--- src/rtl/uart_byte_fifo.sv ---
// uart_byte_fifo: byte FIFO between UART RX and TX, replayed at one paced frame per byte.
// Optional UART_FIFO_CRLF_EN: each 8'h0D sent is followed by an inserted 8'h0A.
module uart_byte_fifo #(
  parameter int DEPTH      = 16,
  parameter int ADDR_W     = 4,
  parameter int CLK_HZ     = 25000000,
  parameter int BAUD       = 9600,
  parameter int TX_PULSE   = 4,
  parameter int GAP_CYCLES = (CLK_HZ / BAUD) * 11
) (
  input  logic              clk,
  input  logic              rst_n,
  input  logic [7:0]        rx_data,
  input  logic              rx_int,
  output logic [7:0]        tx_data,
  output logic              tx_int,
  output logic [ADDR_W:0]   fifo_count,
  output logic              overflow,
  input  logic              ovf_clr
);

  localparam logic [ADDR_W:0] FULL       = (ADDR_W + 1)'(DEPTH);
  localparam logic [31:0]     PULSE_LAST = 32'(TX_PULSE - 1);
  localparam logic [31:0]     GAP_LAST   = 32'(GAP_CYCLES - 1);

`ifdef UART_FIFO_CRLF_EN
  typedef enum logic [2:0] {
    IDLE,
    LOAD,
    PULSE,
    GAP,
    LF
  } state_t;
`else
  typedef enum logic [2:0] {
    IDLE,
    LOAD,
    PULSE,
    GAP
  } state_t;
`endif

  state_t state;
  state_t state_n;

  logic [7:0]        mem [DEPTH];
  logic [ADDR_W-1:0] wr_ptr;
  logic [ADDR_W-1:0] rd_ptr;
  logic [ADDR_W:0]   count_n;
  logic [31:0]       cnt;
  logic              rx_int_d;
  logic              wr_ev;
  logic              pop;
  logic              push;
  logic              drop;

  // A pop in the same cycle frees the slot, so a full FIFO still accepts.
  assign wr_ev = rx_int_d & ~rx_int;
  assign pop   = (state == LOAD);
  assign push  = wr_ev & ((fifo_count != FULL) | pop);
  assign drop  = wr_ev & ~push;

  always_comb begin
    count_n = fifo_count;
    if (push && !pop) begin
      count_n = fifo_count + 1'b1;
    end else if (pop && !push) begin
      count_n = fifo_count - 1'b1;
    end
  end

  always_comb begin
    state_n = state;
    unique case (state)
      IDLE: begin
        if (fifo_count != '0) state_n = LOAD;
      end
      LOAD: begin
        state_n = PULSE;
      end
      PULSE: begin
        if (cnt == PULSE_LAST) state_n = GAP;
      end
      GAP: begin
        if (cnt == GAP_LAST) begin
`ifdef UART_FIFO_CRLF_EN
          state_n = (tx_data == 8'h0D) ? LF : IDLE;
`else
          state_n = IDLE;
`endif
        end
      end
`ifdef UART_FIFO_CRLF_EN
      LF: begin
        state_n = PULSE;
      end
`endif
      default: begin
        state_n = IDLE;
      end
    endcase
  end

  always_ff @(posedge clk) begin
    if (push) mem[wr_ptr] <= rx_data;
  end

  always_ff @(posedge clk or negedge rst_n) begin
    if (!rst_n) begin
      state      <= IDLE;
      rx_int_d   <= 1'b0;
      wr_ptr     <= '0;
      rd_ptr     <= '0;
      fifo_count <= '0;
      cnt        <= '0;
      tx_data    <= 8'h00;
      tx_int     <= 1'b0;
      overflow   <= 1'b0;
    end else begin
      rx_int_d   <= rx_int;
      state      <= state_n;
      fifo_count <= count_n;
      tx_int     <= (state_n == PULSE);
      cnt        <= (state_n != state) ? '0 : cnt + 1'b1;
      if (push) wr_ptr <= wr_ptr + 1'b1;
      if (pop) begin
        tx_data <= mem[rd_ptr];
        rd_ptr  <= rd_ptr + 1'b1;
      end
`ifdef UART_FIFO_CRLF_EN
      if (state == LF) tx_data <= 8'h0A;
`endif
      if (drop) begin
        overflow <= 1'b1;
      end else if (ovf_clr) begin
        overflow <= 1'b0;
      end
    end
  end

endmodule

--- config.mk ---
export PLATFORM = sky130hd
export DESIGN_NAME = uart_byte_fifo
export DESIGN_NICKNAME = d
export VERILOG_FILES = /design/src/rtl/uart_byte_fifo.sv
export SDC_FILE = /design/constraint.sdc
export NUM_CORES = 1
export LEC_CHECK = 0
export CAP_MARGIN = 20
export CORE_MARGIN = 10
export CORE_UTILIZATION = 40
export DETAILED_ROUTE_END_ITERATION = 16
export SYNTH_ARGS = -nofsm -noshare
export SYNTH_HDL_FRONTEND = slang
export SYNTH_SLANG_ARGS = --single-unit
--- constraint.sdc ---
create_clock -name clk -period 4.8 [get_ports clk]
set_input_delay 0.96 -clock clk [delete_from_list [all_inputs] [get_ports clk]]
set_output_delay 0.96 -clock clk [all_outputs]
set_load 0.02 [all_outputs]
; After elaboration in Yosys (flattened, before gate mapping)
; Memory sizes are Yosys's and may differ from the RTL's. A register that Yosys moved wholly into a read port is not among the register bits.
; Index checks and enable logic that the tools add are counted.
[totals]
rom_bits = 0
in_bits = 12
ram_bits = 128
regBits = 51
mem_count = 1
latch_bits = 0
[memory_table]
columns = memory, words, width, rd, rd_clocked_by_memory_dff, wr, line_no
row1 = mem, 16, 8, 1, 1, 1, 46  ; logic [7:0] mem [DEPTH];
[classes]
n_shift = 0
n_reduce_logical = 9
bitwise = 6
mul = 0
n_lt_le_gt_ge = 0
div = 0
addsub = 5
muxes = 11
n_eq_ne = 8
[op_table]
columns = cell, count
row1 = $add A32 B1 Y32 const B, 1
row2 = $eq A32 B15 Y1 const B, 1
row3 = $eq A32 B2 Y1 const B, 1
row4 = $mux W32, 1
row5 = $pmux W3 S4, 1
row6 = $mux W5, 2
row7 = $eq A3 B2 Y1 const B, 3
row8 = $mux W3, 3
row9 = $add A4 B1 Y4 const B, 2
row10 = $add A5 B1 Y5 const B, 1
row11 = $ne A5 B5 Y1 const B, 1
row12 = $reduce_bool A5 Y1, 1
row13 = $sub A5 B1 Y5 const B, 1
row14 = $mux W1, 4
row15 = $reduce_bool A2 Y1, 2
row16 = $and A1 B1 Y1, 3
row17 = $eq A3 B1 Y1 const B, 1
row18 = $logic_not A1 Y1, 3
row19 = $logic_not A3 Y1, 1
row20 = $ne A3 B3 Y1, 1
row21 = $logic_and A1 B1 Y1, 2
row22 = $not A1 Y1, 2
row23 = $or A1 B1 Y1, 1

; Longest topological paths before layout
; Gate-level depths: netlist of the first run.
[logic_depth]
ltp_word = 7
depth_mapped = 11

; Worst setup path before layout of the first run
; OpenSTA, ideal clock, no wires.
[synth_path]
kind = input to register
start = input rx_int
end = register fifo_count[4]
required_ps = 4719
setup_ps = 81
slack_ps = 1899
arrival_ps = 2820
cell_stages = 9
path_buffers = 0
path_cell_list = nand2b_1 -> a31oi_2 -> ha_1 -> inv_1 -> fa_1 -> a21o_1 -> a21oi_1 -> mux2i_1 -> xnor2_1
[synth_between]
elab_chain_len = 6
elab_cells_between_ends = 8
cone_classes = 1 x mux / 3 x bitwise / 4 x reduce/logical
[synth_rtl]
columns = element, line_no
row1 = from (decl), 14  ; input logic rx_int,
row2 = $not A1 Y1 (*), 58  ; assign wr_ev = rx_int_d & ~rx_int;
row3 = $and A1 B1 Y1 (*), 58
row4 = $and A1 B1 Y1 (*), 60  ; assign push = wr_ev & ((fifo_count != FULL) | pop);
row5 = via push, 54  ; logic push;
row6 = $logic_not A1 Y1, 67  ; end else if (pop && !push) begin
row7 = $logic_and A1 B1 Y1, 67
row8 = $reduce_bool A2 Y1 (no source line), n/a
row9 = to (signal assigned), 122  ; fifo_count <= count_n;
row10 = to (decl), 17  ; output logic [ADDR_W:0] fifo_count,
; Mark *: on every way through the listed nets, which the timed path passes. The rest lies on a longest branch.
; A chain may end at the register's enable or synchronous reset.

; Worst setup path in the final report of the first run
[layout_path]
start = register state[1]
end = register fifo_count[4]
[layout_between]
elab_chain_len = 6
elab_cells_between_ends = 9
cone_classes = 1 x eq/ne / 1 x mux / 2 x bitwise / 5 x reduce/logical
[layout_rtl]
columns = element, line_no
row1 = from (decl), 43  ; state_t state;
row2 = from (signal assigned), 121  ; state <= state_n;
row3 = $eq A3 B1 Y1 (*), 59  ; assign pop = (state == LOAD);
row4 = $or A1 B1 Y1 (*), 60
row5 = $and A1 B1 Y1 (*), 60
row6 = via push, 54
row7 = $logic_not A1 Y1, 67
row8 = $logic_and A1 B1 Y1, 67
row9 = $reduce_bool A2 Y1 (no source line), n/a
; Marked as above.

==> results of run 1 <==
## logic make-up after synthesis
kind of cell	count (synthesis)	synth area share (%)
simple gates	148	10.72
mux	50	11.22
compound gates	59	5.338
fa+ha+maj	11	1.805
other cells	1	0.04664
buf+inv	42	2.194
flops	187	66.17
xor+xnor	23	2.506
## registers in the layout, indices dropped and copies added, names as in the netlist, 3 cells and up
name and cells:
cnt 32, fifo_count 5, mem 128, rd_ptr 4, state 3, tx_data 8, wr_ptr 4
## through the flow
stage	worst slack [ps]	hold slack (ps)	util (%)	area [µm²]	total power (µW)
after floorplan	1899	467.1	-	8040	2837
after global placement	1295	486.8	43.72	8566	3205
after detailed placement	1203	504.8	43.72	8566	3236
after CTS	1467	514.2	46.82	9173	4677
after global routing	1242	548.9	46.82	9173	4854
final	1473	505.6	46.82	9173	4621
## synth_stat cells (5+ instances only)
cell type,number
or3_1,8
clkbuf_1,18
o31ai_1,8
buf_2,6
inv_1,15
a31oi_1,5
nand4_1,14
a211oi_1,14
o21ai_0,11
ha_1,10
and2_1,17
mux2i_1,17
dfrtp_1,59
nor4_1,13
nor2_1,8
mux4_2,32
xnor2_1,15
nand3_1,11
o221ai_1,8
and4_1,6
edfxtp_1,128
nand2_1,27
nor3_1,18
or4_1,9
xor2_1,8
## final cells by class
| type | instances | share of cell area [%] |
|---|---|---|
| Sequential cell | 187 | 58.01 |
| Clock buffer | 17 | 4.638 |
| Multi-Input combinational cell | 292 | 27.87 |
| Tap cell | 265 | 3.615 |
| Timing Repair Buffer | 32 | 3.274 |
| Inverter | 15 | 0.6138 |
| Clock inverter | 15 | 1.978 |
## layer usage
metal | global-route usage (%) | share of wire [%] | vias to the layer above
met3 | 2.983 | 3.4 | 13
li1 | - | - | 2109
met4 | 3.970 | 1.2 | 0
met2 | 21.47 | 52 | 66
met5 | 0 | 0 | -
met1 | 16.13 | 44 | 2284
## worst paths after layout
kind,slack (ps),from,to,cells after the start
setup / recovery,1470,state[1],fifo_count[4],10
hold / removal,510,cnt[0],cnt[0],1
setup reg to reg,1470,state[1],fifo_count[4],10
hold reg to reg,510,cnt[0],cnt[0],1
max in group asynchronous,3540,rst_n,rd_ptr[0],2
min in group asynchronous,680,rst_n,cnt[25],2
## power groups by stage
stage / combinational (µW) / clock, µW / sequential, µW
after global placement: 1130 / 0 / 2080
after floorplan: 776 / 0 / 2060
after global routing: 1230 / 1540 / 2080
final: 1130 / 1450 / 2050
after detailed placement: 1150 / 0 / 2090
after CTS: 1160 / 1470 / 2050
==> results.toml, run 1 <==
[synth]
yosysWarningCount = 0
synth-seq-cells = 187
yosysUniqueCellTypes = 53
synth-main-ff-cell = "edfxtp_1"
synth_edf_count = 128
yosys-top-cells-area = "edfxtp_1 (48%), dfrtp_1 (18%), mux4_2 (9.0%)"
synth_top_area_cell = "edfxtp_1"
yosysSeqAreaShare_pct = 66.17
async_flop_share_pct = 31.55
synth_fp_nets = 544
yosysTopAreaCellShare_pct = 47.81
syn_avg_cell_area_um2 = 15.43
syn_inst = 521
synth_area_um2 = 8040

[global_route]
antenna_found_initial = 0
gr-total-overflow = 0
grt_max_degree = 60
grtUsageTotal_pct = 12.82
grt_pass1_wl_um = 26390
grt_pass1_vias = 4689

[worst_setup_path]
cp_common_cell = "inv_1"
path_buf_inv = 2
crit_fanout = 13
required_ps = 5160
cp-end-kind = "flip-flop"
start_kind = "flip-flop"
worstSetupPathType = "reg2reg"
cp_slowest_cell = "a31oi_2"
crit_path_max_incr_delay_ps = 550
worstPathArrival_ps = 3680
crit_chain = "nor3b_2 -> inv_1 -> a31oi_2 -> ha_1 -> inv_1 -> fa_1 -> a21o_1 -> a21oi_1 -> mux2i_1 -> xnor2_1"
cp_top_family = "compound AO/OA/AOI/OAI gates"

[floorplan]
dieArea_um2 = 26170
placementRows = 51
core_area_um2 = 19590
ios = 27
die_y_um = 161.8
die_x_um = 161.8
start_util_pct = 41.04

[drt]
via_count = 4472
dr.first_iter.drc_count = 243
route.detailed.drc = 0
drt_pass1_iterations = 4
wl_per_cell_um = 19.73
viasPerCell = 5.434
wirelength_um = 16240
ant_nets = 0

[power]
switchingPower_uw = 1389
p_int_uw = 3232
p_sw_share_pct = 30.06
p_leak_uw = 0.003076
ir_worst_vdd_v = 0.0002760
seqPwrFrac_pct = 44.3
combPwrFrac_pct = 24.4
power_density_nw_per_um2 = 503.8
pwr-share-clk_pct = 31.3

[timing]
setup_tns_ps = 0
worst_slew_pin_slew_ps = 918.1
setup_violations = 0
fin_crit_sh_pct = 69.32
clock_skew_ps = 13.61
maxSlewHeadroom_pct = 38.23
rsz0062_at_grt = "no"
report.final.slew_viol_count = 0
max_clock_freq_mhz = 300.5
final.min_clock_period_ps = 3327
finalHoldViolCount = 0

[cts]
cts.clk_slew.worst_paths_ps = 70
clock_sinks = 187
ctsResizeCount = 0
post-cts-setup-buffer-count = 0
clk_latency_ps = 440
cts_buffers = 17
cts_tree = "done"
ctsHoldBuffers = 0
clk_path_buf_depth = 2
cts_root_buf = "clkbuf_16"
htreeDepth = 4

[final_layout]
final_common_cell = "edfxtp_1"
area_growth_pct = 14.08
nNetsFinal = 568
antenna_cells = 0
final_cells = 823
layout_common_cells = "edfxtp_1 (128), dfrtp_1 (58), mux4_2 (32), nand2_1 (27), clkdlybuf4s50_1 (25)"
drive_gt1_share_pct = 15.23
multi_input_area_um2 = 2556
regArea_um2 = 5321
fillers = 1715

[place]
io_buffers = 26
post-place-cells = 791
gp_congestion = 0.8568
dp_hpwl_um = 10770

[run]
drv_cap = 0

[status]
status = "complete, no violations"

[worst_hold_path]
hp-class = "reg2reg"
Power figures use the tool's default switching activity.
==> run 2: changes to the inputs <==
==> constraint.sdc (replaced) <==
create_clock -name clk -period 2.9 [get_ports clk]
set_input_delay 0.58 -clock clk [delete_from_list [all_inputs] [get_ports clk]]
set_output_delay 0.58 -clock clk [all_outputs]
set_load 0.02 [all_outputs]
==> run 2 against run 1 <==
Net effect:
- non-clock buffer count grew 19
- first-iteration DRC count grew 54%
- final cell count grew 2.3%
- sequential power grew 64%
- routed wire length is essentially flat
- die area is the same
- largest cell class unchanged
==> results.toml, run 2 (same netlist as run 1, synthesis figures left out) <==
[status]
status = "complete, no violations"

[cts]
cts_root_buf = "clkbuf_16"
clk_path_buf_depth = 2
clk_latency_ps = 440
cts_buffers = 17
htreeDepth = 4
ctsHoldBuffers = 0
post-cts-setup-buffer-count = 0
cts.clk_slew.worst_paths_ps = 80
ctsResizeCount = 0
cts_tree = "done"
clock_sinks = 187

[power]
p_leak_uw = 0.003180
ir_worst_vdd_v = 0.0005014
power_density_nw_per_um2 = 822.2

[timing]
max_clock_freq_mhz = 391.9
finalHoldViolCount = 0
setup_violations = 0
clock_skew_ps = 11.03
maxSlewHeadroom_pct = 44.09
setup_tns_ps = 0
report.final.slew_viol_count = 0
rsz0062_at_grt = "no"
fin_crit_sh_pct = 87.98
final.min_clock_period_ps = 2552
fin_hold_ws_ps = 315.0
worst_slew_pin_slew_ps = 838.6

[drt]
viasPerCell = 5.438
wirelength_um = 16230
ant_nets = 0
route.detailed.drc = 0
wl_per_cell_um = 19.27
via_count = 4579
drt_pass1_iterations = 6
dr.first_iter.drc_count = 374

[worst_setup_path]
r2r_setup_slack_ps = 350
required_ps = 3210
crit_fanout = 5
reg2reg_depth = 11
cp-end-kind = "flip-flop"
worstSetupPathType = "reg2reg"
worstPathArrival_ps = 2860
start_kind = "flip-flop"

[floorplan]
ios = 27
die_x_um = 161.8
die_y_um = 161.8
start_util_pct = 41.04
placementRows = 51
dieArea_um2 = 26170
core_area_um2 = 19590

[global_route]
grtUsageTotal_pct = 13.08
gr-total-overflow = 0
gr-usage-met1_pct = 16.41
grtUsageMet3_pct = 3.160
grt_pass1_vias = 4834
busiest_layer = "met2"
grt_pass1_wl_um = 26770
grt_use_met2_pct = 21.88
grt_max_degree = 60
antenna_found_initial = 0

[final_layout]
nNetsFinal = 587
top_register = "mem"
drive_gt1_share_pct = 18.02
postLayoutCoreUtil_pct = 47.68
area_growth_pct = 16.17
largest_register_ffs = 128
final_common_cell = "edfxtp_1"
antenna_cells = 0
top_regs = "mem (128), cnt (32), tx_data (8)"
layout_common_cells = "edfxtp_1 (128), dfrtp_1 (58), mux4_2 (32), nand2_1 (27), clkdlybuf4s50_1 (25)"

[run]
drv_cap = 0

[place]
dp_hpwl_um = 10690
io_buffers = 26
gp_congestion = 0.8150

[worst_hold_path]
hp-class = "in2async"
run 2: changes by cell type in the layout (fill, tap and decap cells not counted), sizes merged:
cell / before / now
inv: 22 / 20
bufinv: 2 / 0
buf: 7 / 26
clkinv: 5 / 9
run 2: final cells by class:
class	count	area [µm²]
clock inverters	15	193.9
inverters	15	56.30
multi-input cells	292	2556
clock buffers	17	425.4
well taps	265	331.6
repair buffers	51	455.4
fillers	1663	10250
flip-flops and latches	187	5321
run 2: stage by stage:
stage                     worst slack [ps]  power, µW  instances  area, µm²
after floorplan                      135.6       4695        521       8040
after global placement               62.28       5370        810       8721
after detailed placement            -22.86       5423        810       8721
after CTS                            352.1       7782        842       9340
after global routing                 149.9       8073        842       9340
final                                348.5       7679        842       9340
run 2: per-layer routing:
layer	part of all wire, %	vias to the layer above
li1	-	2129
met1	44	2341
met2	51	94
met3	3.9	15
met4	1.3	0
met5	0	-
run 2: critical path, cell delays in order, from the launching register on:
cell	delay [ps]
dfrtp_1	460
nor4_1	300
buf_4	190
a31oi_2	120
ha_1	240
inv_1	110
buf_4	140
ha_1	210
a21o_1	180
a21oi_1	190
xor2_1	180
o21ai_0	100
run 2: worst paths after layout:
| check | start | endpoint |
|---|---|---|
| setup / recovery | fifo_count[0] | fifo_count[3] |
| hold / removal | rst_n | cnt[27] |
| setup reg to reg | fifo_count[0] | fifo_count[3] |
| hold reg to reg | cnt[0] | cnt[0] |
| max in group asynchronous | rst_n | rd_ptr[0] |
| min in group clk | cnt[0] | cnt[0] |
run 2: report_power, final:
group          total (µW)  internal, µW  switching (µW)  leakage, µW
registers            3360          3110             244      0.00193
logic                1970           986             986     0.000952
clock network        2350          1180            1170     0.000296
